**config.mk**
```make
export PLATFORM = sky130hd
export DESIGN_NAME = systolic_sequencer
export DESIGN_NICKNAME = d
export VERILOG_FILES = /design/src/rtl/systolic_sequencer.sv
export SDC_FILE = /design/constraint.sdc
export NUM_CORES = 2
export LEC_CHECK = 0
export ABC_AREA = 0
export BUFFER_PORTS_ARGS = -buffer_cell sky130_fd_sc_hd__buf_4
export CELL_PAD_IN_SITES_DETAIL_PLACEMENT = 1
export CELL_PAD_IN_SITES_GLOBAL_PLACEMENT = 2
export CORE_AREA = 10 10 524 526
export CTS_BUF_LIST = sky130_fd_sc_hd__clkbuf_4
export CTS_CLUSTER_DIAMETER = 30
export CTS_CLUSTER_SIZE = 8
export DETAILED_ROUTE_END_ITERATION = 8
export DIE_AREA = 0 0 534 536
export PLACE_DENSITY_LB_ADDON = 0.05
export REMOVE_ABC_BUFFERS = 1
export SKIP_LAST_GASP = 1
export SYNTH_ARGS = -nofsm -noshare
export SYNTH_HDL_FRONTEND = slang
export SYNTH_SLANG_ARGS = --single-unit
export TNS_END_PERCENT = 50
```
**constraint.sdc**
```tcl
create_clock -name i_clk -period 4.15 [get_ports i_clk]
set_clock_uncertainty 0.15 [all_clocks]
set_input_delay 0.83 -clock i_clk [delete_from_list [all_inputs] [get_ports i_clk]]
set_output_delay 0.83 -clock i_clk [all_outputs]
set_load 0.01 [all_outputs]
```
**src/rtl/systolic_sequencer.sv**
```systemverilog
// Operand sequencer and result-capture controller for an N x N
// output-stationary systolic array. Latches an A/B tile on accept,
// clears (or keeps) the accumulators, streams skewed A rows and B columns,
// waits for the array to drain, then captures the result and pulses done.
module systolic_sequencer #(
  parameter int W   = 32,
  parameter int N   = 3,
  parameter int LAT = 1
) (
  input  logic             i_clk,
  input  logic             i_rst_n,
  input  logic             i_en,
  input  logic             i_start,
  input  logic             i_acc,
  input  logic             i_trb,
  input  logic [W*N*N-1:0] i_A,
  input  logic [W*N*N-1:0] i_B,
  input  logic [W*N*N-1:0] i_C,
  output logic [W*N-1:0]   o_a,
  output logic [W*N-1:0]   o_b,
  output logic             o_clr,
  output logic             o_ready,
  output logic             o_busy,
  output logic             o_done,
  output logic [W*N*N-1:0] o_C
);

  // Drain covers the skew of the last operand across the grid plus array latency.
  localparam int DRAIN_LEN = 2*N - 2 + LAT;
  localparam int CW        = (DRAIN_LEN < 2) ? 1 : $clog2(DRAIN_LEN + 1);
  localparam logic [CW-1:0] FEED_LAST  = CW'(N - 1);
  localparam logic [CW-1:0] DRAIN_LAST = CW'(DRAIN_LEN - 1);

  typedef enum logic [2:0] {
    S_IDLE  = 3'd0,
    S_CLR   = 3'd1,
    S_FEED  = 3'd2,
    S_DRAIN = 3'd3,
    S_DONE  = 3'd4
  } state_t;

  state_t             state_r;
  state_t             state_nxt_s;
  logic [CW-1:0]      cnt_r;
  logic [CW-1:0]      cnt_nxt_s;
  logic               accept_s;
  logic               cap_s;
  logic [W*N*N-1:0]   a_lat_r;
  logic [W*N*N-1:0]   b_lat_r;
  logic               acc_lat_r;
  logic               trb_lat_r;
  logic [W*N-1:0]     a_uns_s;
  logic [W*N-1:0]     b_uns_s;

  // Next-state, step counter and the accept/capture strobes.
  always_comb begin
    state_nxt_s = state_r;
    cnt_nxt_s   = cnt_r;
    accept_s    = 1'b0;
    cap_s       = 1'b0;
    case (state_r)
      S_IDLE: begin
        if (i_start) begin
          accept_s    = 1'b1;
          state_nxt_s = S_CLR;
        end else begin
          state_nxt_s = S_IDLE;
        end
      end
      S_CLR: begin
        state_nxt_s = S_FEED;
        cnt_nxt_s   = '0;
      end
      S_FEED: begin
        if (cnt_r == FEED_LAST) begin
          state_nxt_s = S_DRAIN;
          cnt_nxt_s   = '0;
        end else begin
          cnt_nxt_s   = cnt_r + CW'(1);
        end
      end
      S_DRAIN: begin
        if (cnt_r == DRAIN_LAST) begin
          state_nxt_s = S_DONE;
          cnt_nxt_s   = '0;
          cap_s       = 1'b1;
        end else begin
          cnt_nxt_s   = cnt_r + CW'(1);
        end
      end
      S_DONE: begin
        state_nxt_s = S_IDLE;
        cnt_nxt_s   = '0;
      end
      default: begin
        state_nxt_s = S_IDLE;
        cnt_nxt_s   = '0;
      end
    endcase
  end

  // State and counter register; a low enable freezes the sequence.
  always_ff @(posedge i_clk or negedge i_rst_n) begin
    if (!i_rst_n) begin
      state_r <= S_IDLE;
      cnt_r   <= '0;
    end else if (i_en) begin
      state_r <= state_nxt_s;
      cnt_r   <= cnt_nxt_s;
    end
  end

  // Operand and mode latches, loaded only on an accepted start.
  always_ff @(posedge i_clk or negedge i_rst_n) begin
    if (!i_rst_n) begin
      a_lat_r   <= '0;
      b_lat_r   <= '0;
      acc_lat_r <= 1'b0;
      trb_lat_r <= 1'b0;
    end else if (i_en && accept_s) begin
      a_lat_r   <= i_A;
      b_lat_r   <= i_B;
      acc_lat_r <= i_acc;
      trb_lat_r <= i_trb;
    end
  end

  // Result capture on the final drain edge; held until the next tile.
  always_ff @(posedge i_clk or negedge i_rst_n) begin
    if (!i_rst_n) begin
      o_C <= '0;
    end else if (i_en && cap_s) begin
      o_C <= i_C;
    end
  end

  // Unskewed lane values: column k of A and row k of B during FEED, zero otherwise.
  always_comb begin
    a_uns_s = '0;
    b_uns_s = '0;
    if (state_r == S_FEED) begin
      for (int j = 0; j < N; j++) begin
        a_uns_s[j*W +: W] = a_lat_r[(int'(cnt_r)*N + j)*W +: W];
        if (trb_lat_r) begin
          b_uns_s[j*W +: W] = b_lat_r[(j*N + int'(cnt_r))*W +: W];
        end else begin
          b_uns_s[j*W +: W] = b_lat_r[(int'(cnt_r)*N + j)*W +: W];
        end
      end
    end else begin
      a_uns_s = '0;
      b_uns_s = '0;
    end
  end

  // Lane 0 enters the array without delay.
  assign o_a[0 +: W] = a_uns_s[0 +: W];
  assign o_b[0 +: W] = b_uns_s[0 +: W];

  // Lane j is delayed by a j-deep register chain to form the wavefront.
  for (genvar j = 1; j < N; j++) begin : g_skew
    logic [W-1:0] a_sr_r [j];
    logic [W-1:0] b_sr_r [j];

    // Shift the lane's delay chain on every enabled cycle, in every state.
    always_ff @(posedge i_clk or negedge i_rst_n) begin
      if (!i_rst_n) begin
        for (int t = 0; t < j; t++) begin
          a_sr_r[t] <= '0;
          b_sr_r[t] <= '0;
        end
      end else if (i_en) begin
        a_sr_r[0] <= a_uns_s[j*W +: W];
        b_sr_r[0] <= b_uns_s[j*W +: W];
        for (int t = 1; t < j; t++) begin
          a_sr_r[t] <= a_sr_r[t-1];
          b_sr_r[t] <= b_sr_r[t-1];
        end
      end
    end

    assign o_a[j*W +: W] = a_sr_r[j-1];
    assign o_b[j*W +: W] = b_sr_r[j-1];
  end

  assign o_ready = (state_r == S_IDLE);
  assign o_busy  = (state_r != S_IDLE);
  assign o_clr   = (state_r == S_CLR) && !acc_lat_r;
  assign o_done  = (state_r == S_DONE);

endmodule

```
Word-level counts from Yosys, hierarchy flattened. Index checks and enable logic that the tools add are counted.

Bits in registers: 1064. Output and inout port bits: 484. Logic and storage cells: 61.

Reduce and logical (&&, ||, !) cells: 8. Shift operators: 9. Multiply operators: 1. Bitwise logic cells: 1. Eq/ne operators: 8. Mux-type cells: 16. Add/subtract/negate cells: 5.

Operators with widths (count): 288-bit by 32-bit variable part select with 32-bit output (5); 288-bit by 10-bit variable part select with 32-bit output (2); 288-bit by 12-bit variable part select with 32-bit output (1); 288-bit by 9-bit variable part select with 32-bit output (1); 96-bit two-way mux (2); 32-bit two-way mux (3); 27-bit by 2-bit adder with 27-bit output, second input constant (1); 3-bit two-way mux (4); 3-bit one-hot mux with 4 select lines (1); 3-bit by 2-bit == test with 1-bit output, second input constant (3); 3-bit one-hot mux with 3 select lines (1); 5-bit by 2-bit adder with 6-bit output, second input constant (1); 3-bit == test, second input constant (2); 3-bit by 2-bit multiplier with 5-bit output, second input constant (1); 1-bit two-way mux (5); 2-bit by 3-bit adder with 4-bit output, first input constant (1); 3-bit by 3-bit adder with 4-bit output, first input constant (1); 2-bit != test, second input constant (2); 3-bit by 1-bit adder with 3-bit output, second input constant (1); 3-bit by 1-bit == test with 1-bit output, second input constant (1); 1-bit logical AND (3); 3-bit zero test (1); 3-bit AND reduction (1); 3-bit nonzero test (1); other kinds (3) (3).

Longest topological paths before layout.
Word-level depth: 5. Gate-level depth with buffers: 14.

Least setup slack after synthesis. OpenSTA, ideal clock, no wires.

Path type: register to register. Start: register cnt_r[2]. End: register g_skew[1].a_sr_r[19] (netlist bit). Arrival time: 3.379 ns. Required time: 3.899 ns. Path buffers: 5. Slack: 0.520 ns. Stages on the path, launching flop included: 11. Period minus slack after synthesis: 3.630 ns. Cells stage by stage: dfrtp_1 > buf_2 > clkinv_1 > clkbuf_1 > clkbuf_1 > fa_1 > xnor2_1 > clkbuf_1 > clkbuf_1 > a31oi_1 > o32ai_1.

Longest elaborated chain between the ends: 4.

Ends and longest elaborated chain: start: declaration (RTL line 44) `logic [CW-1:0] cnt_r;`; start signal: assignment (RTL line 109) `cnt_r <= cnt_nxt_s;`; 3-bit by 2-bit multiplier with 5-bit output (RTL line 143) `a_uns_s[j*W +: W] = a_lat_r[(int'(cnt_r)*N + j)*W +: W];`; 27-bit by 2-bit adder with 27-bit output (RTL line 143); 288-bit by 32-bit variable part select with 32-bit output (RTL line 143); 96-bit two-way mux (RTL line 141) `if (state_r == S_FEED) begin`; end signal: indexed assignment (RTL line 176) `a_sr_r[t] <= a_sr_r[t-1];`; end: declaration (RTL line 162) `logic [W-1:0] a_sr_r [j];`.

Every way passes these cells. A chain may end at the register's enable or synchronous reset.

Final worst setup path.
Start: register cnt_r[0]. End: output o_b[27].

Longest elaborated chain between the ends: 4. Elaborated cells between the ends (all ways): 5. Those cells by class: 1 x mul; 2 x shift; 2 x mux.

Ends and longest elaborated chain: 3-bit by 2-bit multiplier with 5-bit output (RTL line 147) `b_uns_s[j*W +: W] = b_lat_r[(int'(cnt_r)*N + j)*W +: W];`; 288-bit by 32-bit variable part select with 32-bit output (RTL line 147); 32-bit two-way mux (*) (RTL line 144) `if (trb_lat_r) begin`; 96-bit two-way mux (*) (RTL line 141); end: declaration (RTL line 20) `output logic [W*N-1:0] o_b,`.

Mark *: on every way between the ends. The rest lies on a longest branch, timed or not.

==> results by group <==
Global route
  • GRT Total Usage: 0.223
  • First-pass GRT wire length: 454 mm
  • GRT overflow: 0
  • Initial antenna violation count: 191
  • Pin count of the biggest net entering global routing: 108
  • Vias in the first global route: 53,700

Logic synthesis
  • Synthesized area per cell: 13.5 µm²
  • Mapped Area: 52,000 µm²
  • Sequential area share after synthesis: 0.512
  • Synth area leader: dfrtp_1
  • Top_reg_cell synth: dfrtp_1
  • Synth top area cells: dfrtp_1 (51%), mux2_2 (21%), mux4_2 (9.2%), mux2i_1 (2.2%), buf_4 (2.0%)
  • Seq cells post-synth: 1,064
  • Post-synth EDFFs: 0
  • Yosys warns: 0
  • Synth cell types: 63
  • Share of async-settable or async-resettable flops after synthesis: 1.00
  • Area fraction of the dominant cell type after synthesis: 0.512
  • Post-synthesis cell count: 3,863

Setup path
  • Crit Path Class: reg2out
  • Crit path max fanout: 6
  • Reg-to-reg critical path endpoint: g_skew[1].b_sr_r[9]
  • Arrival @ worst endpoint: 3.23 ns
  • Worst reg-to-reg path cell count: 11
  • Worst R2R Start: cnt_r[0]
  • CP Launch Type: flop
  • Worst R2R Setup Slack: 0.34 ns
  • Worst Setup End Kind: output port
  • Critical Path RT: 3.17 ns

Final layout
  • Area taken by multi-input logic gates: 23,500 µm²
  • Fin nets: 7,831
  • Synth-to-Final Area Change: 71.5%
  • Reg area: 26,600 µm²
  • Design Area, Final: 89,200 µm²
  • Non-filler cells, final: 10,900
  • Most common cell after layout, fill and taps aside: dlygate4sd3_1
  • Most frequent cells in the layout: dlygate4sd3_1 (1,515), buf_4 (1,464), dfrtp_1 (1,060)
  • Fillers: 28,800
  • Layout cell share with drive strength beyond 1: 0.480

Detailed routing
  • Met3 Wirelength: 18.0 mm
  • Highest routed layer: met5
  • Drc violations: 0
  • Detailed-routed wire length on met2: 171 mm
  • DR vias/cell: 4.42
  • Wire length on met1: 134 mm
  • Post-detailed-route wirelength per cell: 30.5 µm
  • Initial DRC Count: 2,075
  • WL final: 333 mm
  • Pre-antenna DRT Iters: 4
  • Vias: 48,200
  • Final ANT Viol Nets: 0

Die
  • Initial Util: 0.197
  • Site row count: 189
  • Core area: 264,000 µm²
  • Io pins: 1,354
  • Die Ht: 536 µm
  • Die span in x: 534 µm
  • Die ar.: 286,000 µm²

Placed design
  • Buffers on Ports: 1,353
  • GPL Wtd Cong: 0.792
  • Post-place setup slack: 0.454 ns
  • Post-DP Area: 66,000 µm²
  • Placed Cells incl. Taps: 8,447
  • Final HPWL from detailed placement: 235 mm

Min path
  • Min-Delay Path Depth: 3
  • Sink of the worst hold path: a_lat_r[48]
  • Worst min path class: in2reg
  • Hold Startpoint: i_A[48]

Timing
  • Tmin final: 4.21 ns
  • Period utilization: 1.01
  • Final hold viol count: 0
  • Slew Viols, Final: 0
  • Fmax: 0.238 GHz
  • Setup violations, final: 18
  • RSZ-0062 raised after global routing: yes
  • Worst Max-Slew Pin Slew: 1.05 ns
  • Max-Slew Margin vs Limit: 0.298
  • Final setup margin: -0.0589 ns

CTS
  • Total CTS buffers: 410
  • CTS HTree Levels: 5
  • Clock latency on the worst-skew pair: 1.31 ns
  • CTS max path bufs: 4
  • CTS tree: done
  • Clock transition at path regs: 0.06 ns
  • Root Buffer: clkbuf_4
  • Clk sinks: 1,064

Power
  • Static Leak: 39.9 nW
  • Power Density: 776 nW/µm²
  • Max VDD drop: 0.000798 V

Run status
  • Status: finished with violations
  • Failing checks: negative setup slack

Run
  • Max Cap Viol: 0
-- through the flow --
stage               hold slack [ns]  total power, W   util  setup TNS (ns)
floorplan                     0.299          0.0343      -               -
global placement              0.313          0.0524  0.250               0
detailed placement            0.317          0.0525  0.250               0
CTS                       0.0000608          0.0701  0.335          -15.25
global route                 0.0654          0.0737  0.337          -14.28
finish                        0.232          0.0692  0.338          -0.451
-- state kept, by name, indices dropped and copies added (netlist names) --
register and flops:
a_lat_r 288, acc_lat_r 1, b_lat_r 288, cnt_r 3, g_skew.a_sr_r 64, g_skew.b_sr_r 64
o_C 288, o_a 32, o_b 32, state_r 3, trb_lat_r 1
-- critical path, stage by stage (launching register included) --
cell and delay [ns]:
dfrtp_4 0.55, buf_12 0.18, clkinv_8 0.06, buf_12 0.12, buf_12 0.13, buf_12 0.12
nand2_1 0.05, a311o_1 0.36, a21oi_2 0.22, buf_4 0.17
-- final cells by class --
type,count,area share
diodes,91,0.00255
clock buffers,518,0.0436
clock inverters,226,0.0160
inverters,13,0.000940
multi-input cells,2350,0.264
flip-flops and latches,1064,0.299
well taps,3533,0.0496
repair buffers,3115,0.325
-- repair_timing --
action / CTS / global route
cloned: 23 / 11
gates resized for setup: 146 / 52
hold buffers: 1516 / 0
pin swaps: 52 / 39
setup endpoints to repair: 64 / 64
buffers inserted: 57 / 26
endpoints found under the hold margin: 1552 / 0
-- where the power goes --
| part | internal [W] | switching (W) | total (W) | leakage, nW |
|---|---|---|---|---|
| sequential | 0.0150 | 0.00471 | 0.0197 | 13.4 |
| clock | 0.00696 | 0.00603 | 0.0130 | 3.13 |
| combinational | 0.0173 | 0.0192 | 0.0365 | 23.4 |
| total | 0.0392 | 0.0299 | 0.0692 | 39.9 |
-- cells by family after synthesis --
family | count (synthesis) | share of synthesized area
AOI/OAI and AO/OA | 582 | 0.0796
xor gates and xnor gates | 5 | 0.00149
adders and majority gates | 7 | 0.00183
buffers and inverters | 449 | 0.0460
DFF | 1064 | 0.512
muxes | 1287 | 0.322
and+or+nand+nor | 469 | 0.0372
-- Yosys cell counts (12+ instances only) --
cell type  number
mux2_2        960
a311o_1        32
clkbuf_1      166
mux2i_1       114
o2bb2ai_1      94
o31ai_1        22
nand3_1        35
dfrtp_1      1064
o211ai_1       18
mux4_2        213
buf_2         107
a22oi_1        66
a221oi_1       30
a32o_1         12
buf_1          17
buf_4         139
a21o_1         12
a21oi_1       164
o21ai_0        59
nor2_1        238
nand2_1       145
-- metal layers --
layer / GRT usage / vias to the layer above
met1: 0.264 / 25000
met2: 0.401 / 1572
met4: 0.0599 / 96
met5: 0 / -
li1: - / 21000
met3: 0.0540 / 613
-- worst max-delay path by stage --
stage / startpoint / to / cells past startpoint
4_1_cts: cnt_r[0] / o_b[27] / 7
2_1_floorplan: cnt_r[0] / g_skew[1].a_sr_r[16] / 7
6_report: cnt_r[0] / o_b[27] / 9
3_3_place_gp: cnt_r[0] / g_skew[1].a_sr_r[27] / 10
3_5_place_dp: cnt_r[0] / g_skew[1].a_sr_r[27] / 10
5_1_grt: cnt_r[0] / o_b[1] / 7
Note: power is estimated with default switching activity, not from simulation.
